### config.mk
export PLATFORM = sky130hd
export DESIGN_NAME = unpool_stream_flat
export DESIGN_NICKNAME = d
export VERILOG_FILES = /design/src/rtl/unpool_stream_pkg.sv /design/src/rtl/unpool_stream_if.sv /design/src/rtl/unpool_stream_sel.sv /design/src/rtl/unpool_stream.sv /design/src/flat_wrapper.sv
export SDC_FILE = /design/constraint.sdc
export NUM_CORES = 2
export LEC_CHECK = 0
export CAP_MARGIN = 20
export CORE_MARGIN = 2
export CORE_UTILIZATION = 40
export CTS_BUF_LIST = sky130_fd_sc_hd__clkbuf_2
export CTS_CLUSTER_DIAMETER = 80
export CTS_CLUSTER_SIZE = 16
export DETAILED_ROUTE_END_ITERATION = 8
export SLEW_MARGIN = 20
export SYNTH_ARGS = -nofsm -noshare
export SYNTH_HDL_FRONTEND = slang
export SYNTH_SLANG_ARGS = --single-unit
### constraint.sdc
create_clock -name clk -period 23.7 [get_ports clk]
set_input_delay 3.555 -clock clk [delete_from_list [all_inputs] [get_ports clk]]
set_output_delay 3.555 -clock clk [all_outputs]
set_load 0.005 [all_outputs]
### src/rtl/unpool_stream_pkg.sv
// Shared helpers for the max-unpooling stage: clogb2, pooling-index width, FSM states.
package unpool_stream_pkg;

  function automatic int clogb2(input int v);
    int r;
    for (r = 0; (1 << r) < v; r++) begin end
    return (r < 1) ? 1 : r;
  endfunction

  localparam int POOL         = 2;
  localparam int PINDEX_W_DEF = clogb2(POOL * POOL);

  // TOP emits the upper window row from hold, BOT replays the row buffer.
  typedef enum logic {
    ST_TOP = 1'b0,
    ST_BOT = 1'b1
  } state_e;

endpackage

### src/rtl/unpool_stream_if.sv
// Pooled-in / unpooled-out stream bundle; slave side is the unpool stage.
interface unpool_stream_if #(
  parameter int D            = 64,
  parameter int PINDEX_WIDTH = 2
);
  logic                      in_valid;
  logic                      in_ready;
  logic [D-1:0]              in_data;
  logic [D*PINDEX_WIDTH-1:0] in_pindex;
  logic                      out_valid;
  logic                      out_ready;
  logic [D-1:0]              out_data;
  logic                      out_eol;
  logic                      out_eof;

  modport master (
    output in_valid, in_data, in_pindex, out_ready,
    input  in_ready, out_valid, out_data, out_eol, out_eof
  );

  modport slave (
    input  in_valid, in_data, in_pindex, out_ready,
    output in_ready, out_valid, out_data, out_eol, out_eof
  );
endinterface

### src/rtl/unpool_stream_sel.sv
// Window-position selector: builds one unpooled pixel for position k.
// UNPOOL_REPLICATE_EN removes the index port and replicates data to every position.
module unpool_sel #(
  parameter int   D            = 64,
  parameter int   PINDEX_WIDTH = 2,
  parameter logic FILL         = 1'b0
) (
  input  logic [D-1:0]              i_data,
`ifndef UNPOOL_REPLICATE_EN
  input  logic [D*PINDEX_WIDTH-1:0] i_pindex,
  input  logic [1:0]                i_k,
`endif
  output logic [D-1:0]              o_pix
);

  for (genvar d = 0; d < D; d++) begin : g_ch
`ifdef UNPOOL_REPLICATE_EN
    assign o_pix[d] = i_data[d];
`else
    // Indices >= 4 (wider PINDEX_WIDTH) never match k, so all positions get FILL.
    assign o_pix[d] = (i_pindex[d*PINDEX_WIDTH +: PINDEX_WIDTH] == PINDEX_WIDTH'(i_k))
                      ? i_data[d] : FILL;
`endif
  end

endmodule

### src/rtl/unpool_stream.sv
// 2x2 max-unpooling stream stage: each pooled pixel becomes a 2x2 window in raster order.
// Optional build macro UNPOOL_REPLICATE_EN: nearest-neighbour upsampling, no index storage.
module unpool_stream
  import unpool_stream_pkg::*;
#(
  parameter int   D            = 64,
  parameter int   PW           = 16,
  parameter int   PH           = 16,
  parameter int   PINDEX_WIDTH = PINDEX_W_DEF,
  parameter logic FILL         = 1'b0
) (
  input  logic            clk,
  input  logic            rst,
  unpool_stream_if.slave  bus
);

  localparam int CW = clogb2(PW);
  localparam int RW = clogb2(PH);

  state_e                    r_state;
  logic                      r_hold_v;
  logic                      r_sub;
  logic [CW-1:0]             r_col;
  logic [RW-1:0]             r_row;
  logic [D-1:0]              r_hold_data;
  logic [D-1:0]              r_buf_data [PW];
`ifndef UNPOOL_REPLICATE_EN
  logic [D*PINDEX_WIDTH-1:0] r_hold_idx;
  logic [D*PINDEX_WIDTH-1:0] r_buf_idx  [PW];
  logic [D*PINDEX_WIDTH-1:0] w_sel_idx;
`endif

  logic       w_out_valid, w_fire_out, w_in_ready, w_fire_in, w_last_col, w_eol;
  logic [D-1:0] w_sel_data, w_pix;
  logic [1:0]   w_k;

  always_comb begin
    w_out_valid = !rst && ((r_state == ST_TOP && r_hold_v) || r_state == ST_BOT);
    w_fire_out  = w_out_valid && bus.out_ready;
    w_in_ready  = !rst && r_state == ST_TOP && (!r_hold_v || (w_fire_out && r_sub));
    w_fire_in   = bus.in_valid && w_in_ready;
    w_last_col  = (r_col == CW'(PW - 1));
    w_eol       = w_out_valid && r_sub && w_last_col;
    w_k         = {r_state == ST_BOT, r_sub};
    w_sel_data  = (r_state == ST_BOT) ? r_buf_data[r_col] : r_hold_data;
`ifndef UNPOOL_REPLICATE_EN
    w_sel_idx   = (r_state == ST_BOT) ? r_buf_idx[r_col] : r_hold_idx;
`endif
  end

  unpool_sel #(
    .D(D), .PINDEX_WIDTH(PINDEX_WIDTH), .FILL(FILL)
  ) u_sel (
    .i_data   (w_sel_data),
`ifndef UNPOOL_REPLICATE_EN
    .i_pindex (w_sel_idx),
    .i_k      (w_k),
`endif
    .o_pix    (w_pix)
  );

  assign bus.in_ready  = w_in_ready;
  assign bus.out_valid = w_out_valid;
  assign bus.out_data  = w_pix;
  assign bus.out_eol   = w_eol;
  assign bus.out_eof   = w_eol && r_state == ST_BOT && r_row == RW'(PH - 1);

  // The buffer is filled from hold on its k=1 beat, so a pixel accepted on the
  // last TOP beat (next row, col 0) can wait in hold without clobbering BOT data.
  always_ff @(posedge clk) begin
    if (w_fire_in) begin
      r_hold_data <= bus.in_data;
`ifndef UNPOOL_REPLICATE_EN
      r_hold_idx  <= bus.in_pindex;
`endif
    end
    if (r_state == ST_TOP && w_fire_out && r_sub) begin
      r_buf_data[r_col] <= r_hold_data;
`ifndef UNPOOL_REPLICATE_EN
      r_buf_idx[r_col]  <= r_hold_idx;
`endif
    end
  end

  always_ff @(posedge clk) begin
    if (rst) begin
      r_state  <= ST_TOP;
      r_hold_v <= 1'b0;
      r_sub    <= 1'b0;
      r_col    <= '0;
      r_row    <= '0;
    end else begin
      case (r_state)
        ST_TOP: begin
          if (w_fire_out) begin
            r_sub <= ~r_sub;
            if (r_sub) begin
              r_hold_v <= w_fire_in;
              if (w_last_col) begin
                r_col   <= '0;
                r_state <= ST_BOT;
              end else begin
                r_col <= r_col + 1'b1;
              end
            end
          end else if (w_fire_in) begin
            r_hold_v <= 1'b1;
          end
        end
        ST_BOT: begin
          if (w_fire_out) begin
            r_sub <= ~r_sub;
            if (r_sub) begin
              if (w_last_col) begin
                r_col   <= '0;
                r_state <= ST_TOP;
                r_row   <= (r_row == RW'(PH - 1)) ? '0 : r_row + 1'b1;
              end else begin
                r_col <= r_col + 1'b1;
              end
            end
          end
        end
        default: r_state <= ST_TOP;
      endcase
    end
  end

endmodule

### src/flat_wrapper.sv
// flat-port wrapper written by rule: the top's interface ports become plain ports
module unpool_stream_flat import unpool_stream_pkg::*;
#(
  parameter int   D            = 64,
  parameter int   PW           = 16,
  parameter int   PH           = 16,
  parameter int   PINDEX_WIDTH = PINDEX_W_DEF,
  parameter logic FILL         = 1'b0
)
  (clk, rst, bus_in_valid, bus_in_data, bus_in_pindex, bus_out_ready, bus_in_ready, bus_out_valid, bus_out_data, bus_out_eol, bus_out_eof);
  unpool_stream_if #(.D(D), .PINDEX_WIDTH(PINDEX_WIDTH)) bus_i ();
  input  logic clk;
  input  logic rst;
  input wire logic [$bits(bus_i.in_valid)-1:0] bus_in_valid;
  input wire logic [$bits(bus_i.in_data)-1:0] bus_in_data;
  input wire logic [$bits(bus_i.in_pindex)-1:0] bus_in_pindex;
  input wire logic [$bits(bus_i.out_ready)-1:0] bus_out_ready;
  output wire logic [$bits(bus_i.in_ready)-1:0] bus_in_ready;
  output wire logic [$bits(bus_i.out_valid)-1:0] bus_out_valid;
  output wire logic [$bits(bus_i.out_data)-1:0] bus_out_data;
  output wire logic [$bits(bus_i.out_eol)-1:0] bus_out_eol;
  output wire logic [$bits(bus_i.out_eof)-1:0] bus_out_eof;
  assign bus_i.in_valid = bus_in_valid;
  assign bus_i.in_data = bus_in_data;
  assign bus_i.in_pindex = bus_in_pindex;
  assign bus_i.out_ready = bus_out_ready;
  assign bus_in_ready = bus_i.in_ready;
  assign bus_out_valid = bus_i.out_valid;
  assign bus_out_data = bus_i.out_data;
  assign bus_out_eol = bus_i.out_eol;
  assign bus_out_eof = bus_i.out_eof;
  unpool_stream #(.D(D), .PW(PW), .PH(PH), .PINDEX_WIDTH(PINDEX_WIDTH), .FILL(FILL)) u_core (.clk(clk), .rst(rst), .bus(bus_i));
endmodule
==> flow_summary.ini <==
[logic_synthesis]
synth_area_um2 = 121000
synth-main-ff-cell = edfxtp_1
synth.distinct_cells = 56
ys.warnings.count = 0
netlist_instances = 6428
yosys_register_bits = 3279
avgSynthCellArea_um2 = 18.7
syn-num-nets = 6629
yosysSeqAreaShare_pct = 81.6
synth_edf_count = 3264
async_flop_share_pct = 0

[clock_tree]
clock-root-buffer = clkbuf_2
worstSkewPairLatency_ns = 1.92
cts_tree = yes
hold_buffers = 0
cts_htree_levels = 4
cts.sinks = 3279
cts_buffers = 235
clkSlewWorstSetupHoldPaths_ns = 0.32
post_cts_buffers = 0
cts_resized = 0
clockBufferDepth = 4

[power]
vdd_drop_max_mv = 0.0435
p_int_mw = 6.73
power.switching_mw = 1.79
p_leak_nw = 38.4
p_sw_share_pct = 21.0
power.density_nw_per_um2 = 65.8
pwr-share-clk_pct = 23.1
power_frac_comb_pct = 1.5
power_frac_seq_pct = 75.4

[drt]
wl_um = 305000
vias_per_cell = 5.65
dr.pass1.iters = 5
drtAntennaViolNets = 0
dr_total_vias = 60552
drt_iter0_drc = 7041
route.detailed.drc = 0
post_drt_wl_per_cell_um = 28.4

[setup_path]
crit_family = buffers and inverters
r2r_setup_slack_ns = 17.90
crit_chain = buf_4 -> buf_4 -> buf_4 -> buf_4 -> nand3_1 -> o211ai_1 -> nand3_1 -> o211ai_1 -> buf_4 -> and3_1 -> clkdlybuf4s50_1
required_ns = 20.15
critPathBufInv = 6
max_stage_delay_ns = 0.89
arrival_ns = 8.16
cpMostUsedCell = buf_4
r2r_cells = 8
critPathCaptureType = output port
rr_endpoint = u_core.r_buf_idx[7][109]
cp-start-kind = flip-flop
cp_slowest_cell = buf_4
crit_path_max_fanout = 105
worstSetupPathType = reg2out
reg2reg_from = u_core.r_state

[timing]
report.final.slew_viol_count = 0
rsz0062_at_grt = false
maxSlewHeadroom_pct = 21.0
totalNegativeSetupSlack_ns = 0
post-route-min-period_ns = 11.72
setup_ws_ns = 11.98
max_freq_ghz = 0.0854
post-route-period-util_pct = 49.4
worst_pin_slew_ns = 1.19
setup_viol = 0
hold_viol = 0
skew_ns = 0.251

[global_route]
antenna_found_initial = 27
grt_pass1_vias = 60209
grt_usage_pct = 19.5
grt_pass1_wl_um = 434000
grt_max_degree = 154
grt-ovfl-total = 0

[place]
hpwl_um = 157000
place.port_buffers = 263
place.gp.congestion = 0.742
dp_slack_ns = 13.87

[flow_run]
drv_cap = 0

[cells_and_area]
n_fill_cell = 25953
drive_gt1_share_pct = 10.5
multi_input_area_um2 = 20900
regArea_um2 = 98300
final_cell_mix = edfxtp_1 (3264), nand2_1 (617), nand3_1 (525), o21ai_0 (333), o211ai_1 (281)
layout_commonest_cell = edfxtp_1
nNetsFinal = 6925
synthToLayoutAreaGrowth_pct = 7.39

[min_path]
hold_depth = 2
hold_path.startpoint = u_core.r_row[3]
hold_end = u_core.r_row[3]
hold_path_class = reg2reg

[die]
num_rows = 201
die_w_um = 553
initial_utilization_pct = 40.2
num_io_pins = 264
fp.coreArea_um2 = 300000
die_area_um2 = 306000
die_y_um = 553

[run_status]
status = finished clean
## area by class of cell
cell class              instances  share of cell area, %
diodes                         12                 0.0232
repair buffers                373                   2.85
flip-flops and latches       3279                   76.0
inverters                      21                 0.0764
clock buffers                 252                  0.975
well taps                    3958                   3.83
multi-input cells            2814                   16.1
clock inverters                15                  0.131
## cells by family (layout without fill, tap and decap cells)
group           Yosys count  in the layout  synth area share, %
buf+inv                 335            661                 1.26
simple gates           1332           1332                 4.88
fa+ha+maj                 5              5               0.0519
xor+xnor                 21             21                0.153
flops                  3279           3279                 81.6
mux                     477            477                 6.75
other cells               0             12                    0
compound gates          979            979                 5.31
## layer usage
layer | wire length, um | up-vias | global-route usage, % | part of all wire (%)
met5 | 67 | - | 0 | 0.022
met4 | 6520 | 12 | 4.46 | 2.1
met3 | 18300 | 377 | 2.26 | 6.0
met2 | 153000 | 2086 | 33.5 | 50
met1 | 127000 | 31827 | 26.7 | 42
li1 | - | 26250 | - | -
## synthesized netlist by cell type (all sizes together) (33+ instances only)
library cell  count  area (um^2)
o211ai          281         2110
edfxtp         3264        98000
a31oi            64          400
mux2i           186         1860
o22ai            88          551
buf             168          895
nand2           621         2330
mux4            266         5990
a211o            50          438
o21ai           333         1670
nor2            102          383
and3             33          206
a21oi            45          225
clkbuf          146          548
nand3           525         2630
## flip-flops by register name (all words and copies together), names as in the netlist, named ones only
register	count
u_core.r_col	4
u_core.r_buf_idx	2048
u_core.r_hold_v	1
u_core.r_buf_data	1024
u_core.r_state	1
u_core.r_sub	1
u_core.r_row	4
u_core.r_hold_idx	128
u_core.r_hold_data	64
## how the worst max path moves through the flow
stage                       start                       to  slack [ns]  cells past startpoint
floorplan           bus_out_ready  u_core.r_buf_data[0][0]        5.38                      4
global placement        flip-flop          bus_out_data[3]       13.86                     11
detailed placement      flip-flop          bus_out_data[3]       13.87                     11
CTS                     flip-flop          bus_out_data[3]       11.54                     11
global route            flip-flop          bus_out_data[3]       11.22                     11
finish                  flip-flop         bus_out_data[35]       11.98                     11
## power groups by stage
| stage | clock network (mW) | registers [mW] | logic, mW |
|---|---|---|---|
| 6_report | 1.96 | 6.42 | 0.132 |
| 3_3_place_gp | 0 | 6.55 | 0.135 |
| 5_1_grt | 2.22 | 6.43 | 0.139 |
| 3_5_place_dp | 0 | 6.55 | 0.136 |
| 4_1_cts | 2.03 | 6.42 | 0.137 |
| 2_1_floorplan | 0 | 6.52 | 0.0407 |
## worst min-delay path, stage by stage, from the launching register on
cell,delay [ns]
dfxtp_1,0.40
xor2_1,0.08
nor2_1,0.07
## through the flow
step	utilization [%]	area, um^2	hold slack (ns)	std cells	power (mW)
floorplan	-	121000	0.479	6428	6.56
global placement	42.7	128000	0.496	10444	6.68
detailed placement	42.7	128000	0.508	10445	6.68
CTS	43.2	129000	0.565	10712	8.59
global route	43.2	129000	0.604	10721	8.79
finish	43.2	129000	0.564	10724	8.52
Power figures use the tool's default switching activity.
